`src/rtl/alu_pkg.sv`:
```
// rtl/alu_pkg.sv - shared ALU logic-op codes, FSM states and default width
package alu_pkg;

   localparam int ALU_DATA_W = 32;

   typedef enum logic [1:0] {
      LOGIC_AND = 2'b00,
      LOGIC_OR  = 2'b01,
      LOGIC_XOR = 2'b10,
      LOGIC_NOR = 2'b11
   } logic_op_e;

   typedef enum logic [1:0] {
      S_IDLE = 2'b00,
      S_RUN  = 2'b01,
      S_DONE = 2'b10
   } fsm_state_e;

endpackage

```
`src/rtl/bit8_logic.sv`:
```
// rtl/bit8_logic.sv - combinational one-slice AND/OR/XOR/NOR unit
module bit8_logic
   import alu_pkg::*;
#(
   parameter int W = 8
) (
   input  logic [W-1:0] i_a,
   input  logic [W-1:0] i_b,
   input  logic [1:0]   i_op,
   output logic [W-1:0] o_z
);

   always_comb begin
      o_z = '0;
      case (i_op)
         LOGIC_AND: o_z = i_a & i_b;
         LOGIC_OR:  o_z = i_a | i_b;
         LOGIC_XOR: o_z = i_a ^ i_b;
         LOGIC_NOR: o_z = ~(i_a | i_b);
         default:   o_z = '0;
      endcase
   end

endmodule

```
`src/rtl/slice_logic_seq.sv`:
```
// rtl/slice_logic_seq.sv - multi-cycle 32-bit logic unit, one slice per cycle
module slice_logic_seq
   import alu_pkg::*;
#(
   parameter int DATA_W  = ALU_DATA_W,
   parameter int SLICE_W = 8
) (
   input  logic              clk,
   input  logic              rst_n,
   input  logic              in_valid,
   output logic              in_ready,
   input  logic [DATA_W-1:0] in_a,
   input  logic [DATA_W-1:0] in_b,
   input  logic [1:0]        in_op,
   output logic              out_valid,
   input  logic              out_ready,
   output logic [DATA_W-1:0] out_z,
   output logic              out_zero,
   output logic              busy
);

   localparam int NSLICE = DATA_W / SLICE_W;
   localparam int CNT_W  = (NSLICE > 1) ? $clog2(NSLICE) : 1;
   localparam logic [CNT_W-1:0] LAST_CNT = CNT_W'(NSLICE - 1);

   fsm_state_e                       r_state;
   logic [CNT_W-1:0]                 r_cnt;
   logic [NSLICE-1:0][SLICE_W-1:0]   r_a;
   logic [NSLICE-1:0][SLICE_W-1:0]   r_b;
   logic [NSLICE-1:0][SLICE_W-1:0]   r_z;
   logic [1:0]                       r_op;
   logic                             r_in_ready;
   logic                             r_out_valid;
   logic                             r_busy;
   logic [SLICE_W-1:0]               w_z_slice;

   // Single shared slice; the counter steers which operand byte it sees.
   bit8_logic #(.W(SLICE_W)) u_slice (
      .i_a  (r_a[r_cnt]),
      .i_b  (r_b[r_cnt]),
      .i_op (r_op),
      .o_z  (w_z_slice)
   );

   always_ff @(posedge clk or negedge rst_n) begin
      if (!rst_n) begin
         r_state     <= S_IDLE;
         r_cnt       <= '0;
         r_a         <= '0;
         r_b         <= '0;
         r_op        <= '0;
         r_z         <= '0;
         r_in_ready  <= 1'b1;
         r_out_valid <= 1'b0;
         r_busy      <= 1'b0;
      end else begin
         case (r_state)
            S_IDLE: begin
               if (in_valid) begin
                  r_a        <= in_a;
                  r_b        <= in_b;
                  r_op       <= in_op;
                  r_z        <= '0;
                  r_cnt      <= '0;
                  r_state    <= S_RUN;
                  r_in_ready <= 1'b0;
                  r_busy     <= 1'b1;
               end
            end
            S_RUN: begin
               r_z[r_cnt] <= w_z_slice;
               if (r_cnt == LAST_CNT) begin
                  r_cnt       <= '0;
                  r_state     <= S_DONE;
                  r_out_valid <= 1'b1;
               end else begin
                  r_cnt <= r_cnt + 1'b1;
               end
            end
            S_DONE: begin
               if (out_ready) begin
                  r_state     <= S_IDLE;
                  r_out_valid <= 1'b0;
                  r_in_ready  <= 1'b1;
                  r_busy      <= 1'b0;
               end
            end
            default: begin
               r_state     <= S_IDLE;
               r_cnt       <= '0;
               r_out_valid <= 1'b0;
               r_in_ready  <= 1'b1;
               r_busy      <= 1'b0;
            end
         endcase
      end
   end

   assign in_ready  = r_in_ready;
   assign out_valid = r_out_valid;
   assign busy      = r_busy;
   assign out_z     = r_z;
   assign out_zero  = ~|r_z;

endmodule
```
`config.mk`:
```
export PLATFORM = sky130hd
export DESIGN_NAME = slice_logic_seq
export DESIGN_NICKNAME = d
export VERILOG_FILES = /design/src/rtl/alu_pkg.sv /design/src/rtl/bit8_logic.sv /design/src/rtl/slice_logic_seq.sv
export SDC_FILE = /design/constraint.sdc
export NUM_CORES = 1
export LEC_CHECK = 0
export ABC_CLOCK_PERIOD_IN_PS = 3300
export CAP_MARGIN = 20
export CELL_PAD_IN_SITES_DETAIL_PLACEMENT = 0
export CELL_PAD_IN_SITES_GLOBAL_PLACEMENT = 1
export CORE_UTILIZATION = 35
export CTS_CLUSTER_SIZE = 14
export DETAILED_ROUTE_END_ITERATION = 10
export PLACE_DENSITY_LB_ADDON = 0.1
export SLEW_MARGIN = 10
export SYNTH_ARGS = -nofsm -noshare
export SYNTH_HDL_FRONTEND = slang
export SYNTH_SLANG_ARGS = --single-unit
```
`constraint.sdc`:
```
create_clock -name clk -period 3.3 [get_ports clk]
set_input_delay 0.66 -clock clk [delete_from_list [all_inputs] [get_ports clk]]
set_output_delay 0.66 -clock clk [all_outputs]
set_load 0.01 [all_outputs]
```
==> summary.txt, run 1 <==
Status
  – Status: completed

Clock tree
  – Buffer depth of the longest clock path: 2
  – Clock Tree Root: clkbuf_16
  – # resized after CTS: 0
  – Clock sinks: 105
  – TritonCTS clock tree: built
  – Clock slew at reported path FFs: 70 ps
  – Later-pin clock latency in the skew report: 350 ps
  – CTS buffer count: 9
  – Postcts setup bufs: 0
  – CTS H-tree depth: 3
  – Hold_buf cts: 0

Logic synthesis
  – Post-synth EDFFs: 0
  – Area fraction of the dominant cell type after synthesis: 51.4%
  – Adder-Cell Fraction of Synth Area: 4.95%
  – Synth Area in Compound Gates: 9.05%
  – Top_reg_cell synth: dfrtp_1
  – Largest family of logic cells by synthesized area: multiplexers
  – Mapped Nets: 465
  – Synth Area in XOR/XNOR: 0%
  – Flops & latches, synth: 105
  – Synth top area cells: dfrtp_1 (51%), mux2_2 (8.2%), mux4_2 (7.1%)
  – Cell count after synthesis: 375
  – Synth warn: 0
  – Unique masters post-synth: 32
  – Average cell area after synthesis: 13.5 sq um
  – Post-synthesis sequential area ratio: 52.0%
  – Most frequent cell after synthesis: dfrtp_1
  – Post-synthesis mux area share: 23.4%
  – Post-synth top area cell: dfrtp_1
  – Post-synth top cells: dfrtp_1 (104), nor2_1 (45), mux2_2 (37), a221o_1 (32), mux2_1 (29)
  – Post-synthesis simple-gate area fraction: 7.22%
  – Async S/R FF share, synth: 100%
  – Cell area after synthesis: 5060 sq um

Route
  – Met3 wire len: 605 um
  – Via count: 3,427
  – Wirelength, routed: 11,700 um
  – Top sig layer: met4
  – Vias per cell: 5.17
  – DRC: 0
  – M1 WL: 5430 um
  – WL/cell: 17.6 um
  – Iter 0 DRT Violations: 154
  – Detailed Routing Iterations Pass 1: 4
  – Antenna Nets Post-Route: 0
  – DR WL met2: 5400 um

GRT
  – First-pass GRT wire length: 19,000 um
  – Largest net degree at the start of global routing: 72
  – Vias in the first global route: 3,469
  – Initial antenna violation count: 0
  – Total GRT Usage: 17.1%
  – GRT Residual Overflow: 0

Floorplanning
  – Die Height: 122 um
  – Core Rows: 43
  – Ports: 106
  – Die width: 122 um
  – Initial core utilization: 36.2%
  – Die area: 14,900 sq um
  – Core area: 14,000 sq um

Final layout
  – Share of layout cells above drive strength 1: 17.2%
  – Layout Area Growth over Synthesis: 30.2%
  – ANT cells: 0
  – Final core utilization: 47.1%
  – Nets: 568

STA
  – Setup TNS: 0 ps
  – Final setup fails: 0
  – Tcrit/Tclk final: 82.9%
  – RSZ-0062 raised after global routing: false
  – Setup Skew: 12.1 ps
  – Max-slew violations: 0
  – Worst-Margin Slew: 890 ps
  – Worst rel slew slack: 40.7%
  – Fmax: 365 MHz
  – Final Hold Fails: 0
  – Final Critical Period: 2740 ps

Critical path
  – Worst EP required: 2640 ps
  – Critical path class: register to output port
  – Crit-path slowest cell: clkdlybuf4s50_1
  – Crit-path cells: nor4_1 > nand4_1 > nor2_1 > clkdlybuf4s50_1
  – Worst setup SP type: register
  – Worst setup EP type: output port
  – CP max stage delay: 530 ps
  – Max FO, Critical Path: 3
  – Register-to-Register Path Depth: 7
  – FF-to-FF End: out_z[8]
  – R2R Path Start: r_cnt[0]
  – Worst R2R Setup Slack: 830 ps
  – Critical path arrival: 2080 ps

Hold path
  – Hold WC Path Type: primary input to asynchronous set/reset pin

Placed design
  – PortBufs: 105
  – Routability cong.: 0.792
  – DP Wirelength: 8510 um

Power and ir drop
  – Peak supply drop: 0.411 mV
  – Power density over cell area: 1010 nW/um^2
  – LEAKAGE: 2.79 nW

Job
  – Max Cap Viol: 0
[how the worst max path moves through the flow]
stage                     end  slack (ps)       from
global route         out_zero         450  out_z[25]
floorplan           out_z[12]         950   r_cnt[0]
detailed placement  out_z[16]         860   r_cnt[0]
global placement    out_z[16]         870   r_cnt[0]
CTS                  out_zero         500  out_z[25]
finish               out_zero         560  out_z[25]
[metal layers]
metal / up-vias / global-route usage [%]
met5: - / 0
met4: 0 / 6.40
met3: 14 / 4.51
met2: 100 / 25.9
met1: 1707 / 23.6
li1: 1606 / -
[cells by family (layout without fill, tap and decap cells)]
family / after synthesis / after routing
AND/OR/NAND/NOR: 69 / 69
flip-flops: 105 / 105
AO/OA/AOI/OAI: 53 / 53
multiplexers: 90 / 90
buffers and inverters: 38 / 146
adder cells (fa/ha/maj): 20 / 20
[critical path, delay by kind of cell, from the launching register on]
family	cells	cell delay, ps
buffers and inverters	1	530
flip-flops	1	440
AND/OR/NAND/NOR	3	760
[flip-flops by register name, summed over array words and instances (netlist names)]
register	flops
r_b	32
in_ready	1
r_cnt	2
r_a	32
r_state	2
out_valid	1
r_op	2
busy	1
out_z	32
[layout by cell type, fill, tap and decap left out]
cell type	count
o22ai_1	1
a221o_1	32
nor3b_2	4
a21o_1	1
clkbuf_8	2
inv_1	20
nor2b_1	1
a21oi_2	4
dfstp_2	1
mux2i_1	8
nand2_1	1
clkbuf_1	3
buf_12	3
nor4_1	8
o21ai_0	1
clkbuf_16	9
a21oi_1	10
nor3b_4	1
nand4_1	2
o22a_1	1
clkdlybuf4s50_1	104
ha_1	20
o21bai_1	1
mux2_2	37
clkinv_2	1
mux4_2	16
clkinvlp_4	1
and2b_2	1
dfrtp_1	104
nand2b_1	1
nor2_1	45
a22o_1	2
nor3_1	1
mux2_1	29
nand4b_1	4
buf_4	3
[area by class of cell]
class,instances,area [sq um]
Fill cell,1306,7400
Multi-Input combinational cell,232,2260
Inverter,20,75.1
Timing Repair Buffer,110,1120
Clock buffer,14,264
Sequential cell,105,2630
Clock inverter,2,12.5
Tap cell,180,225
[per-stage QoR]
step	cells	total power, W	hold slack [ps]	setup WS, ps	cell area [sq um]
after global placement	647	0.00565	462	866	6310
after floorplan	375	0.00454	364	955	5060
after global routing	663	0.00720	191	449	6590
final	663	0.00667	184	563	6590
after CTS	663	0.00675	184	504	6590
after detailed placement	647	0.00573	473	860	6310
[report_power, final]
| part | total, W | internal (W) | switching [W] |
|---|---|---|---|
| clock network | 0.00101 | 0.000553 | 0.000457 |
| registers | 0.00237 | 0.00190 | 0.000472 |
| logic | 0.00329 | 0.00166 | 0.00163 |
| total | 0.00667 | 0.00411 | 0.00256 |
Power figures use the tool's default switching activity.
==> run 2, diff against run 1 <==
--- a/config.mk
+++ b/config.mk
@@ -5,7 +5,7 @@
 export SDC_FILE = /design/constraint.sdc
 export NUM_CORES = 1
 export LEC_CHECK = 0
-export ABC_CLOCK_PERIOD_IN_PS = 3300
+export ABC_CLOCK_PERIOD_IN_PS = 2560
 export CAP_MARGIN = 20
 export CELL_PAD_IN_SITES_DETAIL_PLACEMENT = 0
 export CELL_PAD_IN_SITES_GLOBAL_PLACEMENT = 1
==> constraint.sdc (replaced) <==
create_clock -name clk -period 2.56 [get_ports clk]
set_input_delay 0.512 -clock clk [delete_from_list [all_inputs] [get_ports clk]]
set_output_delay 0.512 -clock clk [all_outputs]
set_load 0.01 [all_outputs]
==> run 2 against run 1 <==
Effect of this change:
- global-route usage increased by 0.73 points
- die area unchanged
- non-clock buffer count rose by 6
- sequential share of layout area fell by 0.76 points
- sequential power increased by 31%
- utilization rose by 0.94 points
- critical path depth stayed put
- largest power group unchanged
==> summary.txt, run 2 (synthesis gave the netlist of run 1 again) <==
Route
  – Iter 0 DRT Violations: 173
  – Vias per cell: 5.26
  – Antenna Nets Post-Route: 0
  – DRC: 0
  – WL/cell: 18.3 um
  – Via count: 3,514
  – Wirelength, routed: 12,200 um
  – Detailed Routing Iterations Pass 1: 4

Placed design
  – Routability cong.: 0.793
  – DP Wirelength: 8890 um
  – Placed cells: 653
  – Dpl ws: 225 ps
  – PortBufs: 105

Clock tree
  – # resized after CTS: 1
  – CTS H-tree depth: 3
  – Postcts setup bufs: 0
  – Clock slew at reported path FFs: 70 ps
  – CTS buffer count: 9
  – Later-pin clock latency in the skew report: 350 ps
  – Clock sinks: 105
  – Buffer depth of the longest clock path: 2
  – Hold_buf cts: 0
  – Clock Tree Root: clkbuf_16
  – TritonCTS clock tree: built

GRT
  – Total GRT Usage: 17.9%
  – GRT Residual Overflow: 0
  – Largest net degree at the start of global routing: 62
  – First-pass GRT wire length: 19,800 um
  – Vias in the first global route: 3,610
  – Initial antenna violation count: 0

Critical path
  – Worst setup EP type: output port
  – Worst EP required: 2050 ps
  – Critical path class: register to output port
  – Worst setup SP type: register
  – Max FO, Critical Path: 3
  – Critical path arrival: 1900 ps

Final layout
  – Most frequent cells in the layout: clkdlybuf4s50_1 (104), dfrtp_1 (103), nor2_1 (45)
  – Layout Area Growth over Synthesis: 32.8%
  – Fin cells: 668
  – Share of layout cells above drive strength 1: 19.7%
  – Final core utilization: 48.0%
  – ANT cells: 0
  – Nets: 574
  – Fillers: 1,290
  – Commonest non-fill, non-tap cell in the layout: clkdlybuf4s50_1

Floorplanning
  – Core Rows: 43
  – Die area: 14,900 sq um
  – Core area: 14,000 sq um
  – Die width: 122 um
  – Ports: 106
  – Initial core utilization: 36.2%
  – Die Height: 122 um

STA
  – Max-slew violations: 0
  – Worst-Margin Slew: 863 ps
  – Setup Skew: 5.82 ps
  – Final setup fails: 0
  – Worst rel slew slack: 42.5%
  – Final Hold Fails: 0
  – Fmax: 415 MHz
  – PnR worst setup slack: 149 ps
  – Final Critical Period: 2410 ps
  – Tcrit/Tclk final: 94.2%
  – Setup TNS: 0 ps
  – RSZ-0062 raised after global routing: false

Hold path
  – Hold WC Path Type: primary input to asynchronous set/reset pin

Power and ir drop
  – Cell internal pwr: 0.00560 W
  – Flop pwr share: 34.5%
  – Switching part of the total power: 37.8%
  – LEAKAGE: 2.85 nW
  – Comb pwr share: 49.3%
  – Peak supply drop: 0.590 mV
  – Clk pwr share: 16.2%
  – Power density over cell area: 1340 nW/um^2
  – P_sw: 0.00339 W
  – Pwr Total: 0.00899 W

Job
  – Max Cap Viol: 0

Status
  – Status: completed
run 2: cell count changes in the layout (fill, tap and decap cells not counted), sizes merged:
cell,delta
buf,+6
bufinv,+1
clkbuf,-1
clkinvlp,-1
run 2: worst paths after layout:
path,from,end,slack [ps],cells after the start
worst max-delay path,out_z[24],out_zero,150,4
worst min-delay path,rst_n,out_z[18],50,1
worst max register to register,r_cnt[0],out_z[19],200,7
worst min register to register,r_a[21],r_a[21],490,1
max in group asynchronous,rst_n,in_ready,1840,2
min in group clk,r_a[21],r_a[21],490,1
run 2: critical path: stages, from the launching register on:
cell and delay, ps:
dfrtp_1 420, nor4_2 350, nand4_1 140, nor2_1 110
clkdlybuf4s50_1 540
run 2: power by group through the flow:
stage	combinational (W)	clock, W	sequential (W)
4_1_cts	0.00444	0.00148	0.00308
3_3_place_gp	0.00433	0	0.00308
6_report	0.00443	0.00146	0.00310
3_5_place_dp	0.00442	0	0.00311
2_1_floorplan	0.00296	0	0.00289
5_1_grt	0.00491	0.00154	0.00322
run 2: metrics by stage:
| stage | hold slack (ps) | cell area [sq um] |
|---|---|---|
| 2_1_floorplan | 216 | 5060 |
| 3_3_place_gp | 423 | 6370 |
| 3_5_place_dp | 426 | 6370 |
| 4_1_cts | 51.9 | 6690 |
| 5_1_grt | 66.6 | 6720 |
| 6_report | 51.0 | 6720 |
run 2: layout make-up:
| type | instances | area (sq um) | share of cell area, % |
|---|---|---|---|
| Clock buffer | 13 | 280 | 4.17 |
| Tap cell | 180 | 225 | 3.35 |
| Multi-Input combinational cell | 232 | 2290 | 34.1 |
| Clock inverter | 2 | 35.0 | 0.522 |
| Sequential cell | 105 | 2630 | 39.2 |
| Timing Repair Buffer | 116 | 1180 | 17.6 |
| Inverter | 20 | 75.1 | 1.12 |
run 2: routing by layer:
metal | up-vias | track usage (%) | part of all wire [%]
li1 | 1620 | - | -
met1 | 1774 | 26.0 | 48
met2 | 100 | 26.1 | 45
met3 | 20 | 2.56 | 4.8
met4 | 0 | 8.54 | 2.8
met5 | - | 0 | 0
